$ cat config.mk
export PLATFORM = sky130hd
export DESIGN_NAME = sync_fifo
export DESIGN_NICKNAME = d
export VERILOG_FILES = /design/src/rtl/noc_pkg.sv /design/src/rtl/fifo_mem.sv /design/src/rtl/sync_fifo.sv
export SDC_FILE = /design/constraint.sdc
export NUM_CORES = 1
export LEC_CHECK = 0
export CORE_MARGIN = 5
export CORE_UTILIZATION = 24
export DETAILED_ROUTE_END_ITERATION = 10
export PLACE_DENSITY = 0.39
export SETUP_SLACK_MARGIN = 0.5
export SLEW_MARGIN = 15
export SYNTH_ARGS = -nofsm -noshare
export SYNTH_HDL_FRONTEND = slang
export SYNTH_SLANG_ARGS = --single-unit
$ cat constraint.sdc
create_clock -name clk -period 6.8 [get_ports clk]
set_input_delay 0.68 -clock clk [delete_from_list [all_inputs] [get_ports clk]]
set_output_delay 0.68 -clock clk [all_outputs]
set_load 0.03 [all_outputs]
$ cat src/rtl/noc_pkg.sv
// -----------------------------------------------------------------------------
// noc_pkg
// Shared constants and small helpers for the mesh NoC router datapath.
//   FLIT_WIDTH : default flit width in bits
//   FIFO_DEPTH : default flit buffer depth in words
//   fifo_op_e  : the push/pop combination a FIFO performs on a given edge
// -----------------------------------------------------------------------------
package noc_pkg;

    localparam int FLIT_WIDTH = 18;
    localparam int FIFO_DEPTH = 64;

    // Encoded as {push, pop} so the decode below is a plain cast.
    typedef enum logic [1:0] {
        FIFO_IDLE = 2'b00,
        FIFO_POP  = 2'b01,
        FIFO_PUSH = 2'b10,
        FIFO_BOTH = 2'b11
    } fifo_op_e;

    function automatic fifo_op_e fifo_op(input logic push, input logic pop);
        return fifo_op_e'({push, pop});
    endfunction

endpackage

$ cat src/rtl/fifo_mem.sv
// -----------------------------------------------------------------------------
// fifo_mem
// Register-array storage for sync_fifo: synchronous write, asynchronous read.
// Ports:
//   clk   : write clock (rising edge)
//   we    : write enable
//   waddr : write address
//   wdata : write data
//   raddr : read address
//   rdata : combinational read data at raddr
// -----------------------------------------------------------------------------
module fifo_mem
    import noc_pkg::*;
#(
    parameter int WIDTH  = FLIT_WIDTH,
    parameter int LENGTH = FIFO_DEPTH,
    parameter int AW     = $clog2(LENGTH)
) (
    input  logic             clk,
    input  logic             we,
    input  logic [AW-1:0]    waddr,
    input  logic [WIDTH-1:0] wdata,
    input  logic [AW-1:0]    raddr,
    output logic [WIDTH-1:0] rdata
);

    logic [WIDTH-1:0] mem [LENGTH];

    // NOTE: the array has no reset; the controller never exposes an unwritten
    // word, and leaving it out keeps this mappable onto plain register/RAM cells.
    always_ff @(posedge clk) begin
        if (we) begin
            mem[waddr] <= wdata;
        end
    end

    assign rdata = mem[raddr];

endmodule

$ cat src/rtl/sync_fifo.sv
// -----------------------------------------------------------------------------
// sync_fifo
// Single-clock show-ahead (first-word fall-through) FIFO used as the flit
// buffer in the NoC router ports. The head word is presented on data_out with
// zero latency; full/empty are decoded from the registered occupancy count so
// they have no combinational path from read/write.
// Ports:
//   clk      : system clock, rising edge
//   rst      : asynchronous active-low reset (clears pointers and count only)
//   write    : push request, ignored when full unless read is also accepted
//   read     : pop request, ignored when empty
//   data_in  : word to push
//   data_out : current head word, zero when empty
//   full     : LENGTH words held
//   empty    : no words held
// -----------------------------------------------------------------------------
module sync_fifo
    import noc_pkg::*;
#(
    parameter int WIDTH  = FLIT_WIDTH,
    parameter int LENGTH = FIFO_DEPTH
) (
    input  logic             clk,
    input  logic             rst,
    input  logic             write,
    input  logic             read,
    input  logic [WIDTH-1:0] data_in,
    output logic [WIDTH-1:0] data_out,
    output logic             full,
    output logic             empty
);

    localparam int PTR_W = $clog2(LENGTH);
    localparam int CNT_W = $clog2(LENGTH + 1);

    // Explicit wrap point so LENGTH need not be a power of two.
    localparam logic [PTR_W-1:0] PTR_LAST   = PTR_W'(LENGTH - 1);
    localparam logic [PTR_W-1:0] PTR_ONE    = PTR_W'(1);
    localparam logic [CNT_W-1:0] CNT_FULL   = CNT_W'(LENGTH);
    localparam logic [CNT_W-1:0] CNT_ONE    = CNT_W'(1);

    logic [PTR_W-1:0] wr_ptr;
    logic [PTR_W-1:0] rd_ptr;
    logic [CNT_W-1:0] count;
    logic             wr_en;
    logic             rd_en;
    logic [WIDTH-1:0] head_word;
    fifo_op_e         op;

    assign full  = (count == CNT_FULL);
    assign empty = (count == '0);

    // A write into a full FIFO is still accepted when a read frees the head
    // slot on the same edge.
    assign wr_en = write & (~full | read);
    assign rd_en = read & ~empty;
    assign op    = fifo_op(wr_en, rd_en);

    // NOTE: sequential state uses non-blocking assignments so every register
    // samples pre-edge values regardless of statement order.
    always_ff @(posedge clk or negedge rst) begin
        if (!rst) begin
            wr_ptr <= '0;
            rd_ptr <= '0;
            count  <= '0;
        end else begin
            if (wr_en) begin
                wr_ptr <= (wr_ptr == PTR_LAST) ? '0 : wr_ptr + PTR_ONE;
            end
            if (rd_en) begin
                rd_ptr <= (rd_ptr == PTR_LAST) ? '0 : rd_ptr + PTR_ONE;
            end
            case (op)
                FIFO_PUSH: count <= count + CNT_ONE;
                FIFO_POP:  count <= count - CNT_ONE;
                default:   count <= count;
            endcase
        end
    end

    fifo_mem #(
        .WIDTH  (WIDTH),
        .LENGTH (LENGTH),
        .AW     (PTR_W)
    ) u_mem (
        .clk   (clk),
        .we    (wr_en),
        .waddr (wr_ptr),
        .wdata (data_in),
        .raddr (rd_ptr),
        .rdata (head_word)
    );

    // Masking keeps stale or never-written storage off the output while empty.
    assign data_out = empty ? '0 : head_word;

endmodule

==> results.cfg, run 1 <==
[setup_path]
cp-end-kind = output port
critical_path.top_delay_family = compound AO/OA/AOI/OAI gates
cp.required_ns = 6.12
cp_max_fo = 52
cp_cell_sequence = nand3_1 > o22ai_1 > a211oi_1 > a21oi_1 > a22o_1 > clkdlybuf4s50_1
cp_num_buf_inv = 1
path_class = reg2out
arrival_ns = 5.02
max_stage_delay_ns = 1.03
start_kind = flop
cpMaxStageDelayCell = dfrtp_4

[yosys]
syn_area_per_cell_sq_um = 21.4
ys_warn_count = 0
ys_seq_area_frac = 0.777
netlist_area_sq_mm = 0.0452
synth-seq-cells = 1171
syn_nets = 2136
async_flop_share = 0.0162
syn_inst = 2109
synth_cell_types = 62
synth_edf_count = 1152
synth_top_flop_cell = edfxtp_1

[pwr]
p_leak_nw = 16.3
peakVddDrop_mv = 0.342
pwr_density_cell_mw_per_mm2 = 397

[global_route]
grtUsageTotal = 0.132
grt_pass1_wl_microns = 184000
grt_pass1_vias = 23100
grt_max_degree = 82
grt_antenna_before_repair = 13
overflow = 0

[clock_tree]
clk_pin_slew_ns = 0.06
cts_buffer_depth = 3
cts_tree = yes
clk_latency_ns = 0.74
post_cts_buffers = 0
cts_resized = 0
cts_inserted_buffers = 134
cts_root_buf = clkbuf_16
htreeDepth = 4
clock-sinks = 1171
cts_hold_buf = 0

[floorplanning]
row_count = 159
die_x_microns = 444
start_util = 0.241
fp.dieH_microns = 444
core_area_sq_mm = 0.187
dieArea_sq_mm = 0.197
pin_count = 42

[sta]
final_max_slew_viol_count = 0
rsz0062_at_grt = false
skew_ns = 0.0166
finalCriticalPeriod_ns = 5.70
final_hold_viol_count = 0
max_freq_mhz = 175
tightest_slew_ns = 1.15
max_slew_margin = 0.232
setup_tns_ns = 0
worst_slack_ns = 1.10
finalSetupViolCount = 0
post-route-period-util = 0.839

[run_status]
run_status = finished clean

[drt]
drtIter0Drc = 1940
postRouteAntennaNets = 0
drc = 0
vias_per_cell = 4.53
drt-wirelength-per-cell_microns = 27.1
totalWireLength_microns = 132000
firstDrtPassIters = 7
vias = 22000

[layout]
layout_commonest_cell = edfxtp_1
area_growth_pct = 18.0
fin_nets = 2304
most-common-layout-cells = edfxtp_1 (1152), mux4_2 (247), clkbuf_16 (141)
layout-drive-gt1-share = 0.270

[place]
port_buffers = 41
post-place-ws_ns = 1.84
dp_hpwl_microns = 75900
gp_congestion = 0.739

[run]
drv_cap = 0

[min_path]
min_path_type = in2reg
logic make-up after synthesis:
group                    count (synthesis)  synth area share
flip-flops                            1171             0.777
multiplexers                           332             0.143
AO/OA/AOI/OAI                          244            0.0380
AND/OR/NAND/NOR                        220            0.0237
buffers and inverters                  124            0.0145
XOR/XNOR                                13           0.00252
adder cells (fa/ha/maj)                  5           0.00139
flip-flops by register name, summed over array words and instances (netlist names):
register,cells
u_mem.mem,1152
count,7
rd_ptr,6
wr_ptr,6
synth_stat cells (all sizes together) (2+ instances only):
cell type	n	area, sq um
a2111oi	3	32.5
a211oi	15	113
a21boi	3	22.5
a21o	3	22.5
a21oi	59	295
a221oi	2	17.5
a22o	23	201
a22oi	45	338
a31oi	3	18.8
and2	2	12.5
and3	2	12.5
buf	71	458
clkbuf	46	173
dfrtp	19	475
edfxtp	1152	34600
ha	5	62.6
inv	7	26.3
mux2	3	33.8
mux2i	79	791
mux4	250	5640
nand2	45	171
nand2b	3	18.8
nand3	24	135
nand3b	12	105
nor2	86	328
nor2b	7	43.8
nor3	23	115
nor3b	2	15.0
o21a	2	15.0
o21ai	6	30.0
o221ai	26	228
o22ai	47	294
o31ai	3	36.3
o41ai	2	17.5
or3	2	12.5
or3b	4	35.0
xnor2	6	52.6
xor2	7	61.3
final timing paths:
check	startpoint	endpoint	slack, ns	depth (start not counted)
worst max-delay path	rd_ptr[1]	data_out[8]	1.10	6
worst min-delay path	data_in[17]	u_mem.mem[42][17]	0.37	1
max in group asynchronous	rst	rd_ptr[0]	5.51	1
worst max register to register	count[4]	count[6]	3.12	10
min in group asynchronous	rst	count[5]	0.51	1
worst min register to register	rd_ptr[3]	rd_ptr[3]	0.50	1
per-stage QoR:
step                       util  cell area, sq um  hold slack (ns)  std cells  total power [W]
final                     0.284             53300            0.372       4872           0.0212
after global routing      0.284             53300            0.350       4866           0.0221
after CTS                 0.284             53300            0.316       4866           0.0216
after detailed placement  0.262             49100            0.489       4636           0.0145
after global placement    0.262             49000            0.491       4636           0.0145
after floorplan               -             45200            0.384       2109           0.0118
final cells by class:
class	instances	area, sq um
fillers	18400	134000
diodes	6	15.0
inverters	7	26.3
well taps	2495	3120
repair buffers	149	1210
clock inverters	46	475
clock buffers	184	3730
multi-input cells	814	9630
flip-flops and latches	1171	35100
where the power goes:
group,switching (W),internal [W]
sequential,0.000311,0.00822
combinational,0.00365,0.00200
clock,0.00280,0.00419
per-layer routing:
metal / global-route usage / vias up / wire length [microns] / part of all wire
met5: 0 / - / 31 / 0.00023
met4: 0.0470 / 4 / 4400 / 0.033
met3: 0.0320 / 199 / 7880 / 0.060
met2: 0.219 / 606 / 64700 / 0.49
met1: 0.168 / 12000 / 54900 / 0.42
li1: - / 9253 / - / -
No activity file was read; power rests on OpenSTA's default activity.
==> run 2: changes to the inputs <==
- PLACE_DENSITY: 0.39 -> 0.41
- clock period: 6.8 -> 4.62 ns (I/O delays scaled with it)
==> results.cfg, run 2 (same netlist as run 1, synthesis figures left out) <==
[run_status]
run_status = finished clean

[clock_tree]
cts_root_buf = clkbuf_16
cts_buffer_depth = 3
htreeDepth = 4
cts_tree = yes
clk_pin_slew_ns = 0.06
cts_inserted_buffers = 131
clk_latency_ns = 0.75
clock-sinks = 1171

[global_route]
grt_pass1_vias = 23300
grt_antenna_before_repair = 8
grtUsageTotal = 0.134
overflow = 0
grt_max_degree = 65
grt_pass1_wl_microns = 187000

[floorplanning]
row_count = 159
pin_count = 42
core_area_sq_mm = 0.187
die_x_microns = 444
fp.dieH_microns = 444
start_util = 0.241
dieArea_sq_mm = 0.197

[sta]
final_max_slew_viol_count = 0
finalSetupViolCount = 0
rsz0062_at_grt = false
max_slew_margin = 0.361
post-route-period-util = 0.867
skew_ns = 0.0262
finalCriticalPeriod_ns = 4.01
final_hold_viol_count = 0
tightest_slew_ns = 0.954
max_freq_mhz = 250
setup_tns_ns = 0

[drt]
drc = 0
firstDrtPassIters = 7
postRouteAntennaNets = 0
m1WireLength_microns = 58300
totalWireLength_microns = 135000
highest_layer = met4
met2_length_microns = 66900
vias = 22300
vias_per_cell = 4.51
dr_wl_met3_microns = 6540
drtIter0Drc = 1920
drt-wirelength-per-cell_microns = 27.1

[setup_path]
cp.required_ns = 4.16
cp-end-kind = output port
start_kind = flop
crit_path_end = data_out[9]
r2r_cells = 10
startpoint = rd_ptr[0]
reg2reg_from = count[4]
rrSetupSlack_ns = 0.99
path_class = reg2out
arrival_ns = 3.54
reg2reg_to = count[6]
cp_max_fo = 11

[layout]
reg_top3 = u_mem.mem x1152, count x7
layout-drive-gt1-share = 0.317
top_register = u_mem.mem
multi_input_area_sq_mm = 0.00978
area_growth_pct = 20.1
fin_nets = 2385
most-common-layout-cells = edfxtp_1 (1152), mux4_2 (247), buf_4 (172)
layout_commonest_cell = edfxtp_1
num-fill-cells = 18400
fin_cells = 4956
largest_reg_flops = 1152
seq_area_sq_mm = 0.0351

[pwr]
seq_power_share = 0.388
pwr_density_cell_mw_per_mm2 = 589
peakVddDrop_mv = 0.403
pwr-share-comb = 0.298
internal_power_w = 0.0215
sw_frac_of_total = 0.326
p_clk_frac = 0.314
switching_power_w = 0.0104
p_leak_nw = 16.8

[place]
gp_congestion = 0.734
dp_cells = 4697
dp_hpwl_microns = 80400
port_buffers = 41

[run]
drv_cap = 0

[min_path]
min_path_type = in2reg
## run 2: per-stage QoR
stage	total power [W]	worst slack (ns)	utilization	hold WS (ns)	instance area, sq um
floorplan	0.0173	1.38	-	0.166	45200
global placement	0.0219	0.346	0.265	0.505	49600
detailed placement	0.0219	0.337	0.265	0.510	49600
CTS	0.0324	0.396	0.289	0.228	54100
global route	0.0332	0.505	0.289	0.250	54200
finish	0.0319	0.613	0.289	0.262	54200
## run 2: area by class of cell
| cell class | count | area share |
|---|---|---|
| well taps | 2495 | 0.0576 |
| clock inverters | 68 | 0.0112 |
| inverters | 7 | 0.000484 |
| clock buffers | 165 | 0.0645 |
| repair buffers | 232 | 0.0391 |
| flip-flops and latches | 1171 | 0.647 |
| multi-input cells | 815 | 0.180 |
| diodes | 3 | 0.000138 |
## run 2: power by group through the flow
stage          logic (W)  registers, W  clock network, W
6_report         0.00953        0.0124            0.0100
5_1_grt           0.0100        0.0124            0.0108
4_1_cts          0.00966        0.0124            0.0103
3_5_place_dp     0.00919        0.0127                 0
3_3_place_gp     0.00918        0.0127                 0
2_1_floorplan    0.00494        0.0124                 0
## run 2: worst min path at each step
| stage | cells after the start | startpoint | end | slack [ns] |
|---|---|---|---|---|
| 6_report | 1 | data_in[9] | u_mem.mem[12][9] | 0.26 |
| 5_1_grt | 1 | data_in[9] | u_mem.mem[12][9] | 0.25 |
| 4_1_cts | 1 | data_in[9] | u_mem.mem[12][9] | 0.23 |
| 3_5_place_dp | 1 | count[6] | count[6] | 0.51 |
| 3_3_place_gp | 1 | count[6] | count[6] | 0.51 |
| 2_1_floorplan | 0 | rst | count[0] | 0.17 |
## run 2: worst max-delay path: stages, from the launching register on
cell and delay (ns):
dfrtp_4 0.43, buf_12 0.15, buf_12 0.12, buf_4 0.20
buf_4 0.28, mux4_2 0.55, a21oi_1 0.46, a21oi_1 0.13
a22o_1 0.30, buf_12 0.17
## run 2: per-layer routing
metal / track usage / up-vias
li1: - / 9421
met1: 0.179 / 12200
met2: 0.226 / 603
met3: 0.0247 / 154
met4: 0.0346 / 0
met5: 0 / -
## run 2: timing repair
item / CTS / global route
endpoints found under the hold margin: 0 / 19
gates resized for setup: 43 / 18
gates cloned: 2 / 1
hold buffers: 0 / 1
setup buffers: 19 / 0
endpoints found under the setup margin: 18 / 16
pin swaps: 3 / 1
